===== src/rtl/evt_burst_gen.sv =====
// Burst event transmitter: emits N single-cycle pulses on evt_out spaced by G idle
// cycles after a valid/ready request, then strobes done_out for one cycle.
module evt_burst_gen #(
  parameter int unsigned MAX_COUNT = 1000,
  parameter int unsigned MAX_GAP   = 256,
  localparam int unsigned CW = $clog2(MAX_COUNT),
  localparam int unsigned GW = $clog2(MAX_GAP)
) (
  input  logic          clk_in,
  input  logic          rst_in,
  input  logic          req_valid_in,
  output logic          req_ready_out,
  input  logic [CW-1:0] req_count_in,
  input  logic [GW-1:0] req_gap_in,
  input  logic          abort_in,
  output logic          evt_out,
  output logic          busy_out,
  output logic          done_out,
  output logic          aborted_out,
  output logic [CW-1:0] sent_out
);

  typedef enum logic [1:0] {StIdle, StPulse, StGap, StDone} state_e;

  state_e        state_q;
  logic [CW-1:0] n_q;
  logic [CW-1:0] sent_q;
  logic [GW-1:0] g_q;
  logic [GW-1:0] gap_cnt_q;
  logic          aborted_q;
  logic [CW-1:0] sent_inc;

  assign sent_inc = sent_q + CW'(1);

  always_ff @(posedge clk_in) begin
    if (rst_in) begin
      state_q   <= StIdle;
      n_q       <= '0;
      g_q       <= '0;
      gap_cnt_q <= '0;
      sent_q    <= '0;
      aborted_q <= 1'b0;
    end else begin
      unique case (state_q)
        StIdle: begin
          if (req_valid_in) begin
            n_q       <= req_count_in;
            g_q       <= req_gap_in;
            sent_q    <= '0;
            aborted_q <= 1'b0;
            state_q   <= (req_count_in == '0) ? StDone : StPulse;
          end
        end
        StPulse: begin
          sent_q <= sent_inc;
          // Normal completion takes priority over a coincident abort.
          if (sent_inc == n_q) begin
            state_q <= StDone;
          end else if (abort_in) begin
            aborted_q <= 1'b1;
            state_q   <= StDone;
          end else if (g_q == '0) begin
            state_q <= StPulse;
          end else begin
            gap_cnt_q <= g_q;
            state_q   <= StGap;
          end
        end
        StGap: begin
          if (abort_in) begin
            aborted_q <= 1'b1;
            state_q   <= StDone;
          end else if (gap_cnt_q == GW'(1)) begin
            state_q <= StPulse;
          end else begin
            gap_cnt_q <= gap_cnt_q - GW'(1);
          end
        end
        StDone: state_q <= StIdle;
        default: state_q <= StIdle;
      endcase
    end
  end

  assign req_ready_out = (state_q == StIdle);
  assign evt_out       = (state_q == StPulse);
  assign busy_out      = (state_q == StPulse) || (state_q == StGap);
  assign done_out      = (state_q == StDone);
  assign aborted_out   = (state_q == StDone) && aborted_q;
  assign sent_out      = sent_q;

endmodule

===== config.mk =====
export PLATFORM = sky130hd
export DESIGN_NAME = evt_burst_gen
export DESIGN_NICKNAME = d
export VERILOG_FILES = /design/src/rtl/evt_burst_gen.sv
export SDC_FILE = /design/constraint.sdc
export NUM_CORES = 1
export LEC_CHECK = 0
export BUFFER_PORTS_ARGS = -buffer_cell sky130_fd_sc_hd__buf_4
export CAP_MARGIN = 10
export CORE_MARGIN = 10
export CORE_UTILIZATION = 51
export DETAILED_ROUTE_END_ITERATION = 6
export HOLD_SLACK_MARGIN = 0.05
export PLACE_DENSITY_LB_ADDON = 0.12
export SYNTH_ARGS = -nofsm -noshare
export SYNTH_HDL_FRONTEND = slang
export SYNTH_SLANG_ARGS = --single-unit

===== constraint.sdc =====
create_clock -name clk_in -period 5.4 [get_ports clk_in]
set_input_delay 0.81 -clock clk_in [delete_from_list [all_inputs] [get_ports clk_in]]
set_output_delay 0.81 -clock clk_in [all_outputs]
set_load 0.05 [all_outputs]

==> out/metrics.yaml <==
cts:
  cts_buffer_depth: 2
  cts_sinks: 39
  post_cts_buffers: 0
  hold_buffers: 0
  clock_latency_ps: 290
  root_buffer: "clkbuf_8"
  path_clk_slew_ps: 80
  cts_tree: "yes"
  htree_levels: 2
  cts_resized: 0
  numCtsBuffers: 5
logic_synthesis:
  yosys.area.top_type: "dfxtp_1"
  synth_edf_count: 0
  avgSynthCellArea_um2: 7.80
  syn-cell-area_um2: 2470
  synthTopCellsByArea: "dfxtp_1 (32%), a21oi_1 (7.5%), nand2_1 (7.4%), ha_1 (3.5%), o32ai_2 (3.3%)"
  yosys.area_share.xor_xnor_pct: 5.22
  ys_ff_latch: 39
  yosys.area_share.simple_pct: 26.8
  synth_top_area_share_pct: 31.6
  synth_compound_area_share_pct: 24.9
  syn-num-nets: 346
  synthMuxAreaShare_pct: 2.13
  yosysWarnings: 0
  synth_top_family_by_area: "simple AND/OR/NAND/NOR gates"
  yosysSeqAreaShare_pct: 31.6
  synth.distinct_cells: 55
  async_flop_share_pct: 0
  syn-instance-count: 317
  synth_flop_cell: "dfxtp_1"
  synthAdderAreaFrac_pct: 3.54
timing:
  drv_slew: 0
  finalCriticalPeriod_ps: 3300
  setup-tns-final_ps: 0
  rsz0062_at_grt: "no"
  fin_skew_ps: 5.61
  fmax_ghz: 0.303
  setup_viol: 0
  hold_viol: 0
  fin_crit_sh_pct: 61.1
  tightestPinTransition_ps: 844
  slew_headroom_pct: 43.7
critical_path:
  cp-end-kind: "flip-flop"
  worstSetupPathType: "reg -> reg"
  cp_data_arrival_time_ps: 3480
  crit_path_cell_trace: "ha_1 > nand3_4 > or3_1 > a2111o_1 > or4_4 > o211a_4 > o21bai_1 > mux2_1"
  start_kind: "flip-flop"
  slowest_delay_ps: 530
  required_ps: 5580
  critPathMaxFanout: 10
  cpMaxStageDelayCell: "dfxtp_1"
  rrSetupSlack_ps: 2100
pwr:
  p_clk_share_pct: 24.8
  netSwitchingFraction_pct: 39.5
  power_frac_comb_pct: 40.7
  p_switching_w: 0.000404
  p_per_area_nw_per_um2: 360
  ir_drop_v: 0.000321
  p_int_w: 0.000619
  p_seq_share_pct: 34.4
  power.leakage_nw: 1.09
job:
  maxCapViolCount: 0
grt:
  grt_first_pass_wirelength_mm: 10.2
  grt_usage_pct: 15.8
  grt_remaining_overflow: 0
  antenna_found_initial: 0
  grt_max_degree: 42
  grt_pass1_vias: 2135
routing:
  postRouteAntennaNets: 0
  drt_iter0_drc: 137
  drc: 0
  vias_per_cell: 5.65
  num_vias: 2292
  wl_per_cell_um: 15.1
  drt_wl_total_mm: 6.12
  dr.pass1.iters: 4
finish:
  antennaDiodeCount: 0
  syn_to_final_growth_pct: 14.8
  drive_gt1_share_pct: 16.5
  final_cells: 406
  nNetsFinal: 367
worst_hold_path:
  hp-class: "reg -> reg"
floorplanning:
  num_rows: 25
  die_w_um: 89.6
  dieArea_um2: 8030
  fp.dieH_um: 89.6
  core-area_um2: 4720
  initial_utilization_pct: 52.3
  ios: 37
outcome:
  outcome: "completed"
placed_design:
  gp_congestion: 0.866
  dpl.hpwl_mm: 4.38
  io_buffers: 36
  place_inst: 398
Yosys cell counts, drive strengths merged (3+ instances only):
cell	instances
mux2i	3
inv	10
a31oi	5
dfxtp	39
nand3b	4
a2bb2oi	3
nor3	14
and2	4
clkbuf	13
xnor2	7
a211oi	3
buf	9
a22oi	3
nor4	5
ha	7
and3	3
o21a	6
nor2b	12
nand2	49
o21ai	12
nor3b	3
nand4	4
nor2	21
o32ai	6
nand3	8
a21oi	37
xor2	5
registers in the layout, indices dropped and copies added (netlist names):
name       count
n_q           10
sent_out      10
state_q        2
aborted_q      1
gap_cnt_q      8
g_q            8
stage by stage:
stage,hold WS [ps],total power [W],instance area (µm²),worst slack (ps),utilization (%)
after floorplan,444,0.000676,2470,2140,-
after global placement,457,0.000766,2720,2240,57.6
after detailed placement,467,0.000771,2720,2130,57.6
after CTS,478,0.00103,2840,2100,60.1
after global routing,509,0.00109,2840,1930,60.1
final,474,0.00102,2840,2100,60.1
routing by layer:
layer	routed length [µm]	global-route usage, %	vias up	share of wire, %
met5	0	0	-	0
met4	37	4.34	0	0.60
met2	2650	23.1	64	43
li1	-	-	1173	-
met1	3080	22.4	1051	50
met3	348	3.88	4	5.7
final cells by class:
cell class | count | area (µm²)
Fill cell | 445 | 1890
Multi-Input combinational cell | 246 | 1550
Sequential cell | 39 | 781
Timing Repair Buffer | 36 | 270
Tap cell | 67 | 83.8
Clock buffer | 6 | 82.6
Inverter | 10 | 37.5
Clock inverter | 2 | 35.0
worst max-delay path, delay by kind of cell, from the launching register on:
family,cells,cell delay (ps)
adders and majority gates,1,460
AOI/OAI and AO/OA,3,870
and+or+nand+nor,3,990
muxes,1,320
DFF,1,530
path summary, 6_finish.rpt:
path,to,start,cells after the start
setup / recovery,gap_cnt_q[1],sent_out[0],8
setup reg to reg,gap_cnt_q[1],sent_out[0],8
hold / removal,n_q[5],n_q[5],2
hold reg to reg,n_q[5],n_q[5],2
power groups by stage:
stage	registers (W)	clock network, W	logic [W]
floorplan	0.000353	0	0.000323
detailed placement	0.000359	0	0.000412
finish	0.000352	0.000254	0.000417
CTS	0.000352	0.000259	0.000415
global placement	0.000357	0	0.000410
global route	0.000357	0.000272	0.000460
cells in the final DEF (no fill, tap or decap), types with 4 or more instances in the layout:
| master | instances |
|---|---|
| nand3b_1 | 4 |
| and2_1 | 4 |
| xor2_1 | 5 |
| clkbuf_8 | 6 |
| a21oi_1 | 37 |
| nor2_1 | 21 |
| o21ai_0 | 10 |
| buf_4 | 36 |
| nand3_1 | 7 |
| xnor2_1 | 7 |
| inv_1 | 10 |
| nand4_1 | 4 |
| nor2b_1 | 12 |
| nor4_1 | 5 |
| nand2_1 | 49 |
| nor3_1 | 14 |
| o21a_1 | 6 |
| o32ai_2 | 5 |
| a31oi_1 | 5 |
| dfxtp_1 | 39 |
| ha_1 | 7 |
logic make-up after synthesis:
logic type | after synthesis
flip-flops | 39
AND/OR/NAND/NOR | 133
multiplexers | 5
buffers and inverters | 32
XOR/XNOR | 13
AO/OA/AOI/OAI | 88
adder cells (fa/ha/maj) | 7
Power figures use the tool's default switching activity.
